**config.mk**
```make
export PLATFORM = sky130hd
export DESIGN_NAME = id_ex_stage
export DESIGN_NICKNAME = d
export VERILOG_FILES = /design/src/rtl/id_ex_stage.sv
export SDC_FILE = /design/constraint.sdc
export NUM_CORES = 1
export LEC_CHECK = 0
export BUFFER_PORTS_ARGS = -buffer_cell sky130_fd_sc_hd__buf_2
export CORE_ASPECT_RATIO = 2
export CORE_MARGIN = 2
export CORE_UTILIZATION = 43
export CTS_CLUSTER_SIZE = 14
export DETAILED_ROUTE_END_ITERATION = 6
export PLACE_DENSITY = 0.75
export SYNTH_ARGS = -nofsm -noshare
export SYNTH_HDL_FRONTEND = slang
export SYNTH_SLANG_ARGS = --single-unit
```
**constraint.sdc**
```tcl
create_clock -name clk -period 1.9 [get_ports clk]
set_clock_uncertainty 0.2 [all_clocks]
set_input_delay 0.19 -clock clk [delete_from_list [all_inputs] [get_ports clk]]
set_output_delay 0.19 -clock clk [all_outputs]
set_load 0.1 [all_outputs]
```
**src/rtl/id_ex_stage.sv**
```systemverilog
// ID/EX pipeline register for the 1-bit ALU slice ribbon: decodes slice controls,
// latches operands/controls, forwards from EX/MEM and MEM/WB, flags load-use stalls.
package id_ex_pkg;

  typedef enum logic [2:0] {
    OP_AND  = 3'b000,
    OP_OR   = 3'b001,
    OP_ADD  = 3'b010,
    OP_XOR  = 3'b011,
    OP_SLL  = 3'b100,
    OP_SLT  = 3'b101,
    OP_MUL  = 3'b110,
    OP_LESS = 3'b111
  } slice_op_e;

  localparam logic [1:0] AOP_ADD = 2'b00;
  localparam logic [1:0] AOP_SUB = 2'b01;
  localparam logic [1:0] AOP_FN  = 2'b10;

endpackage

module id_ex_stage
  import id_ex_pkg::*;
#(
  parameter int WIDTH = 24,
  parameter int RADDR = 4
) (
  input  logic             clk,
  input  logic             rst_n,
  input  logic             hold,
  input  logic             flush,
  input  logic             in_valid,
  input  logic [WIDTH-1:0] in_rs_data,
  input  logic [WIDTH-1:0] in_rt_data,
  input  logic [WIDTH-1:0] in_imm,
  input  logic [RADDR-1:0] in_rs,
  input  logic [RADDR-1:0] in_rt,
  input  logic [RADDR-1:0] in_rd,
  input  logic             in_uses_rt,
  input  logic             in_alu_src,
  input  logic [1:0]       in_alu_op,
  input  logic [3:0]       in_funct,
  input  logic             in_reg_write,
  input  logic             in_mem_read,
  input  logic             in_mem_write,
  input  logic             in_mem_to_reg,
  input  logic             fwd_em_we,
  input  logic             fwd_mw_we,
  input  logic [RADDR-1:0] fwd_em_rd,
  input  logic [RADDR-1:0] fwd_mw_rd,
  input  logic [WIDTH-1:0] fwd_em_data,
  input  logic [WIDTH-1:0] fwd_mw_data,
  output logic [WIDTH-1:0] alu_a,
  output logic [WIDTH-1:0] alu_b,
  output logic             alu_binvert,
  output logic             alu_cin,
  output logic [2:0]       alu_operation,
  output logic [WIDTH-1:0] ex_store_data,
  output logic             ex_valid,
  output logic [RADDR-1:0] ex_rd,
  output logic             ex_reg_write,
  output logic             ex_mem_read,
  output logic             ex_mem_write,
  output logic             ex_mem_to_reg,
  output logic             ex_illegal,
  output logic             load_use_stall
);

  typedef struct packed {
    logic             valid;
    logic [RADDR-1:0] rs;
    logic [RADDR-1:0] rt;
    logic [RADDR-1:0] rd;
    logic [WIDTH-1:0] rs_data;
    logic [WIDTH-1:0] rt_data;
    logic [WIDTH-1:0] imm;
    logic             alu_src;
    slice_op_e        op;
    logic             binvert;
    logic             cin;
    logic             illegal;
    logic             reg_write;
    logic             mem_read;
    logic             mem_write;
    logic             mem_to_reg;
  } id_ex_t;

  id_ex_t q;
  id_ex_t d;

  slice_op_e dec_op;
  logic      dec_inv;
  logic      dec_ill;

  always_comb begin
    dec_op  = OP_AND;
    dec_inv = 1'b0;
    dec_ill = 1'b0;
    unique case (in_alu_op)
      AOP_ADD: dec_op = OP_ADD;
      AOP_SUB: begin
        dec_op  = OP_ADD;
        dec_inv = 1'b1;
      end
      AOP_FN: begin
        case (in_funct)
          4'h0: dec_op = OP_ADD;
          4'h1: begin
            dec_op  = OP_ADD;
            dec_inv = 1'b1;
          end
          4'h2: dec_op = OP_AND;
          4'h3: dec_op = OP_OR;
          4'h4: dec_op = OP_XOR;
          4'h5: dec_op = OP_SLL;
          4'h6: begin
            dec_op  = OP_SLT;
            dec_inv = 1'b1;
          end
          4'h7: dec_op = OP_MUL;
          default: dec_ill = 1'b1;
        endcase
      end
      default: dec_ill = 1'b1;
    endcase
  end

  always_comb begin
    d            = '0;
    d.valid      = in_valid;
    d.rs         = in_rs;
    d.rt         = in_rt;
    d.rd         = in_rd;
    d.rs_data    = in_rs_data;
    d.rt_data    = in_rt_data;
    d.imm        = in_imm;
    d.alu_src    = in_alu_src;
    d.op         = dec_op;
    d.binvert    = dec_inv;
    d.cin        = dec_inv;
    d.illegal    = dec_ill;
    d.reg_write  = in_reg_write;
    d.mem_read   = in_mem_read;
    d.mem_write  = in_mem_write;
    d.mem_to_reg = in_mem_to_reg;
  end

  logic hit_rs;
  logic hit_rt;

  always_comb begin
    hit_rs = (q.rd == in_rs);
    hit_rt = in_uses_rt & (q.rd == in_rt);
    load_use_stall = ~hold & q.valid & q.mem_read
                   & (q.rd != '0) & in_valid
                   & (hit_rs | hit_rt);
  end

  always_ff @(posedge clk or negedge rst_n) begin
    if (!rst_n) begin
      q <= '0;
    end else if (flush) begin
      q <= '0;
    end else if (hold) begin
      q <= q;
    end else if (load_use_stall) begin
      q <= '0;
    end else begin
      q <= d;
    end
  end

  logic [WIDTH-1:0] fwd_rs;
  logic [WIDTH-1:0] fwd_rt;

  // r0 never forwards so it always reads the latched zero
  always_comb begin
    fwd_rs = q.rs_data;
    if (q.rs != '0) begin
      if (fwd_em_we && fwd_em_rd == q.rs) begin
        fwd_rs = fwd_em_data;
      end else if (fwd_mw_we && fwd_mw_rd == q.rs) begin
        fwd_rs = fwd_mw_data;
      end
    end
  end

  always_comb begin
    fwd_rt = q.rt_data;
    if (q.rt != '0) begin
      if (fwd_em_we && fwd_em_rd == q.rt) begin
        fwd_rt = fwd_em_data;
      end else if (fwd_mw_we && fwd_mw_rd == q.rt) begin
        fwd_rt = fwd_mw_data;
      end
    end
  end

  assign alu_a         = fwd_rs;
  assign alu_b         = q.alu_src ? q.imm : fwd_rt;
  assign ex_store_data = fwd_rt;
  assign alu_binvert   = q.binvert;
  assign alu_cin       = q.cin;
  assign alu_operation = q.op;
  assign ex_valid      = q.valid;
  assign ex_rd         = q.rd;
  assign ex_reg_write  = q.reg_write;
  assign ex_mem_read   = q.mem_read;
  assign ex_mem_write  = q.mem_write;
  assign ex_mem_to_reg = q.mem_to_reg;
  assign ex_illegal    = q.illegal;

endmodule

```
Word level (Yosys, flattened, before mapping) --
Index checks and enable logic that the tools add are counted. Widths: inputs -> output; s select.
Word-level totals: ROM bits 0, logic and storage cells 69, bits in latches 0, flip-flop bits (word level) 96, input port bits 159, output and inout port bits 88, memories 0, memory bits (writable) 0
Operators by class: shifts and indexed selects 0, eq/ne operators 16, divide/modulo/power cells 0, order comparisons 0, muxes and demuxes 16, $mul 0, add/subtract/negate cells 0, reduce and logical (&&, ||, !) cells 13, bitwise gates (word level) 8
Operators with widths (number):
- $mux 96 | 3
- $mux 24 | 7
- $eq 4x4->1 | 6
- $pmux 3 s6 | 1
- $eq 4x3->1 const B | 4
- $reduce_bool 4->1 | 3
- $eq 4x2->1 const B | 2
- $reduce_or 8->1 | 1
- $and 1x1->1 | 6
- $pmux 3 s2 | 1
- $reduce_or 2->1 | 3
- $eq 4x1->1 const B | 1
- $logic_and 1x1->1 | 4
- $logic_not 4->1 | 1
- $pmux 1 s2 | 2
- $eq 2x1->1 const B | 1
- $eq 2x2->1 const B | 1
- $logic_not 2->1 | 1
- $mux 1 | 2
- $ne 2x1->1 const B | 1
- $not 1->1 | 1
- $or 1x1->1 | 1

Depth between registers and ports, before layout --
depth after elaboration 9, mapped depth 7, gate-level depth less buffers 5

Worst setup path before layout --
Ideal clock, no wire load.
path type flip-flop to output port, from reg q[87] in the netlist's numbering, to out alu_b[10], required time 1510 ps, path slack -1214 ps, stages on the path, launching flop included 7, arrival 2724 ps, path buffers 1, path through dfrtp_1 > nor4_1 > nor2_2 > a22oi_2 > buf_6 > a221o_1 > mux2_2
On the way: longest elaborated chain between the ends 6, elaborated cells on any way between the ends 9, those cells by class eq/ne: 2; mux: 4; reduce/logical: 3
Ends and longest elaborated chain:
- start: declaration | line 88 | id_ex_t q;
- start signal: assignment | line 165 | q <= q;
- $eq 4x4->1 | line 193 | end else if (fwd_mw_we && fwd_mw_rd == q.rt) begin
- $logic_and 1x1->1 | line 193
- $mux 24 | line 193
- $mux 24 | line 191 | if (fwd_em_we && fwd_em_rd == q.rt) begin
- $mux 24 * | line 190 | if (q.rt != '0) begin
- via ex_store_data[10] | line 58 | output logic [WIDTH-1:0] ex_store_data,
- $mux 24 * | line 200 | assign alu_b = q.alu_src ? q.imm : fwd_rt;
- end: declaration | line 54 | output logic [WIDTH-1:0] alu_b,
Mark *: on every way through the listed nets, which the timed path passes. The rest lies on a longest branch.

Final worst setup path --
from reg q[89] in the netlist's numbering, to out alu_b[1]
On the way: longest elaborated chain between the ends 6, elaborated cells on any way between the ends 9, those cells by class eq/ne: 2; mux: 4; reduce/logical: 3
Ends and longest elaborated chain (line):
- $eq 4x4->1 | 193
- $logic_and 1x1->1 | 193
- $mux 24 | 193
- $mux 24 | 191
- $mux 24 * | 190
- $mux 24 * | 200
Mark *: on every way between the ends. The rest lies on a longest branch, timed or not.

==> metrics.txt <==
Hold Path Stages=3; Syn Nets=622; combinational fraction of design power=45.4%; antenna-violating nets left=0; core footprint=about 0.012 mm2; CP Launch Point=q[89]$_DFFE_PN0P_; violations in the final reports=negative setup slack; crit-path cells=xnor2_2 -> nand4_1 -> buf_4 -> o211a_4 -> a221o_2 -> mux2_4 -> buf_6; max FFs per register=81; H-tree levels=3; DR vias=6844; Worst R2R Path Depth=8; nets@finish=1016; mapped cell area=0.00524 mm2; largest net degree at the start of global routing=65; Synth Instances=459; final worst slack=-1240 ps; Hold Startpoint=in_funct[3]; Top reg by flops=q; post-synthesis sequential area ratio=45.3%; Die H=160 um; largest cells by area after synthesis=dfrtp_1 45%, a22o_1 15%, a221o_1 9.2%; initial antenna violation count=6; Reg2Reg Setup Slack=-590 ps; xor and xnor area share after synthesis=4.18%; Initial DRC Count=965; Cell variety after synth=36; Max Fclk=~320 MHz; Worst Setup End Kind=output pin; clock latency on the worst-skew pair=roughly 360 ps; CTS buffer count=9; NetSw=3050 uW; PwrDens=698 mW/mm2; worst r2r dst=ex_mem_read$_DFFE_PN0P_; Post-Route Utilization=roughly 91%; Area Overhead vs Synth=110%; number of remaining DRC errors=0; Die Wd=82.1 um; clock network power share=25.2%; Post-Route WL=32400 um; first-pass GRT wire length=42100 um; Hold Path Class=in -> reg; Int Pwr=4630 uW; Starting Density=43.5%; Final min period=~3100 ps; largest family of logic cells by synthesized area=compound AO/OA/AOI/OAI gates; LEAKAGE=0.00517 uW; worst flop-to-flop path startpoint=ex_rd[1]$_DFFE_PN0P_; most area-hungry cell type in the Yosys netlist=dfrtp_1; ys flop type=dfrtp_1; simple logic cell fraction of the synthesized area=12.1%; maximum vdd ir drop=around 0.56 mV; yosys warns=0; final hold vios=0; status=finished, violations left; adder-cell share of the synthesized area=0.954%; max-slew violation count=0; post-synthesis mux area share=5.56%; port bufs=246; Synth top area share=45.3%; CP required=between 1500 and 2000 ps; Avg Synthesized Cell Area=11.4 um2; setup violators final=168; Worst path max stage delay=500 ps; complex-gate fraction of the synthesized area=26.5%; dpl hpwl=approximately 15000 um; Max-cap violations=0; GPL Wtd Cong=0.985; Ports=247; clk buf depth=2; Net Sw Frac=39.7%; Slowest-stage cell, CP=dfrtp_2; placed cell area=0.00860 mm2; CTS clk-pin slew, worst paths=roughly 80 ps; Final Cycle Share=165%; critical path data arrival time=2750 ps; largest fanout on the critical path=7; Post-synth ARST share=100%; CTS Root Cell=clkbuf_16; die area=0.0131 mm2; Critical Path Start Type=register; Total GRT Usage=44.0%; vias in the first global route=a little over 7000; total grt overflow=0; relative slew slack=65.2%; wire length per cell=between 30 and 40 um; hold path endpoint=ex_illegal$_DFFE_PN0P_; Vias/cell=6.77; Setup Crit Path Kind=reg -> out; CTS sink cnt=95; Post-synth EDFFs=0; RSZ-0062 raised after global routing=yes; fraction of layout cells with a size suffix above 1=between 50% and 60%; final instance area=about 0.011 mm2; row cnt=57; Slew @ Worst Pin=525 ps; Yosys reg bits=95; drt pass-1 iters=5; share of power burned in registers=29.5%; CTS tree=done
[cell type report]
cell class	instances	area, um2
flip-flops and latches	95	2390
well taps	147	184
clock inverters	6	68.8
inverters	3	11.3
repair buffers	434	4590
fillers	434	1060
multi-input cells	310	3510
clock buffers	10	229
diodes	6	15.0
[critical path, delay by kind of cell (launching register included)]
kind            cells  cell delay (ps)
buf+inv             2              410
compound gates      2              680
xor+xnor            1              220
mux                 1              340
flops               1              500
simple gates        1              240
[metrics by stage]
step / TNS (ps) / hold WS [ps] / cells / setup WS [ps] / power, uW
2_1_floorplan: -29210 / -306 / 459 / -599 / 4050
3_3_place_gp: -41470 / -89.1 / 855 / -639 / 5030
3_5_place_dp: -48970 / -82.9 / 855 / -716 / 5070
4_1_cts: -94390 / 13.0 / 999 / -955 / 7390
5_1_grt: -117210 / 22.3 / 1011 / -1230 / 7810
6_report: -115250 / 29.0 / 1011 / -1240 / 7670
[cells in the mapped netlist (7+ instances only)]
cell       n
and3_1    48
a221o_1   48
dfrtp_1   95
buf_4      8
xor2_1    11
clkbuf_1  27
xnor2_1   14
and2_1    24
nor2_1     9
buf_2     12
mux2_2    25
a22o_1    91
nand2_1    7
[cells by family after synthesis]
| family | after synthesis |
|---|---|
| AOI/OAI and AO/OA | 151 |
| and+or+nand+nor | 103 |
| DFF | 95 |
| buffers and inverters | 55 |
| muxes | 26 |
| xor gates and xnor gates | 25 |
| adders and majority gates | 4 |
[layer usage]
metal,GRT usage (%),up-vias,wire length (um)
li1,-,2586,-
met4,31.2,4,3220
met3,10.1,250,3340
met5,0,-,27
met2,74.2,695,15900
met1,46.1,3309,9840
[how the worst max path moves through the flow]
| stage | end | slack, ps | cells after the start |
|---|---|---|---|
| floorplan | alu_b[10] | -600 | 6 |
| global placement | alu_b[17] | -640 | 7 |
| detailed placement | alu_b[15] | -720 | 7 |
| CTS | alu_b[15] | -950 | 7 |
| global route | alu_b[1] | -1230 | 7 |
| finish | alu_b[1] | -1240 | 7 |
[power groups by stage]
stage | combinational [uW] | clock, uW | sequential [uW]
detailed placement | 2800 | 0 | 2260
global placement | 2770 | 0 | 2260
floorplan | 1750 | 0 | 2300
finish | 3480 | 1930 | 2260
global route | 3540 | 2000 | 2260
CTS | 3300 | 1870 | 2230
[layout by cell type (no fill, tap or decap), drive strengths merged, types with 4 or more instances in the layout]
master         n
diode          6
dfrtp         95
mux2          25
inv            5
buf          337
a32o           4
dlygate4sd3   92
xnor2         14
clkbuf        15
xor2          11
a22o          91
and3          48
a221o         48
nor2          10
and2          24
nor4           5
ha             4
nand2          7
[what timing repair did]
| action | 4_1_cts | 5_1_grt |
|---|---|---|
| pin swaps | 55 | 50 |
| setup endpoints to repair | 168 | 169 |
| buffers inserted | 18 | 15 |
| endpoints found under the hold margin | 186 | 0 |
| resized for setup | 114 | 38 |
| cloned | 18 | 2 |
| hold buffers | 92 | 0 |
Power figures use the tool's default switching activity.
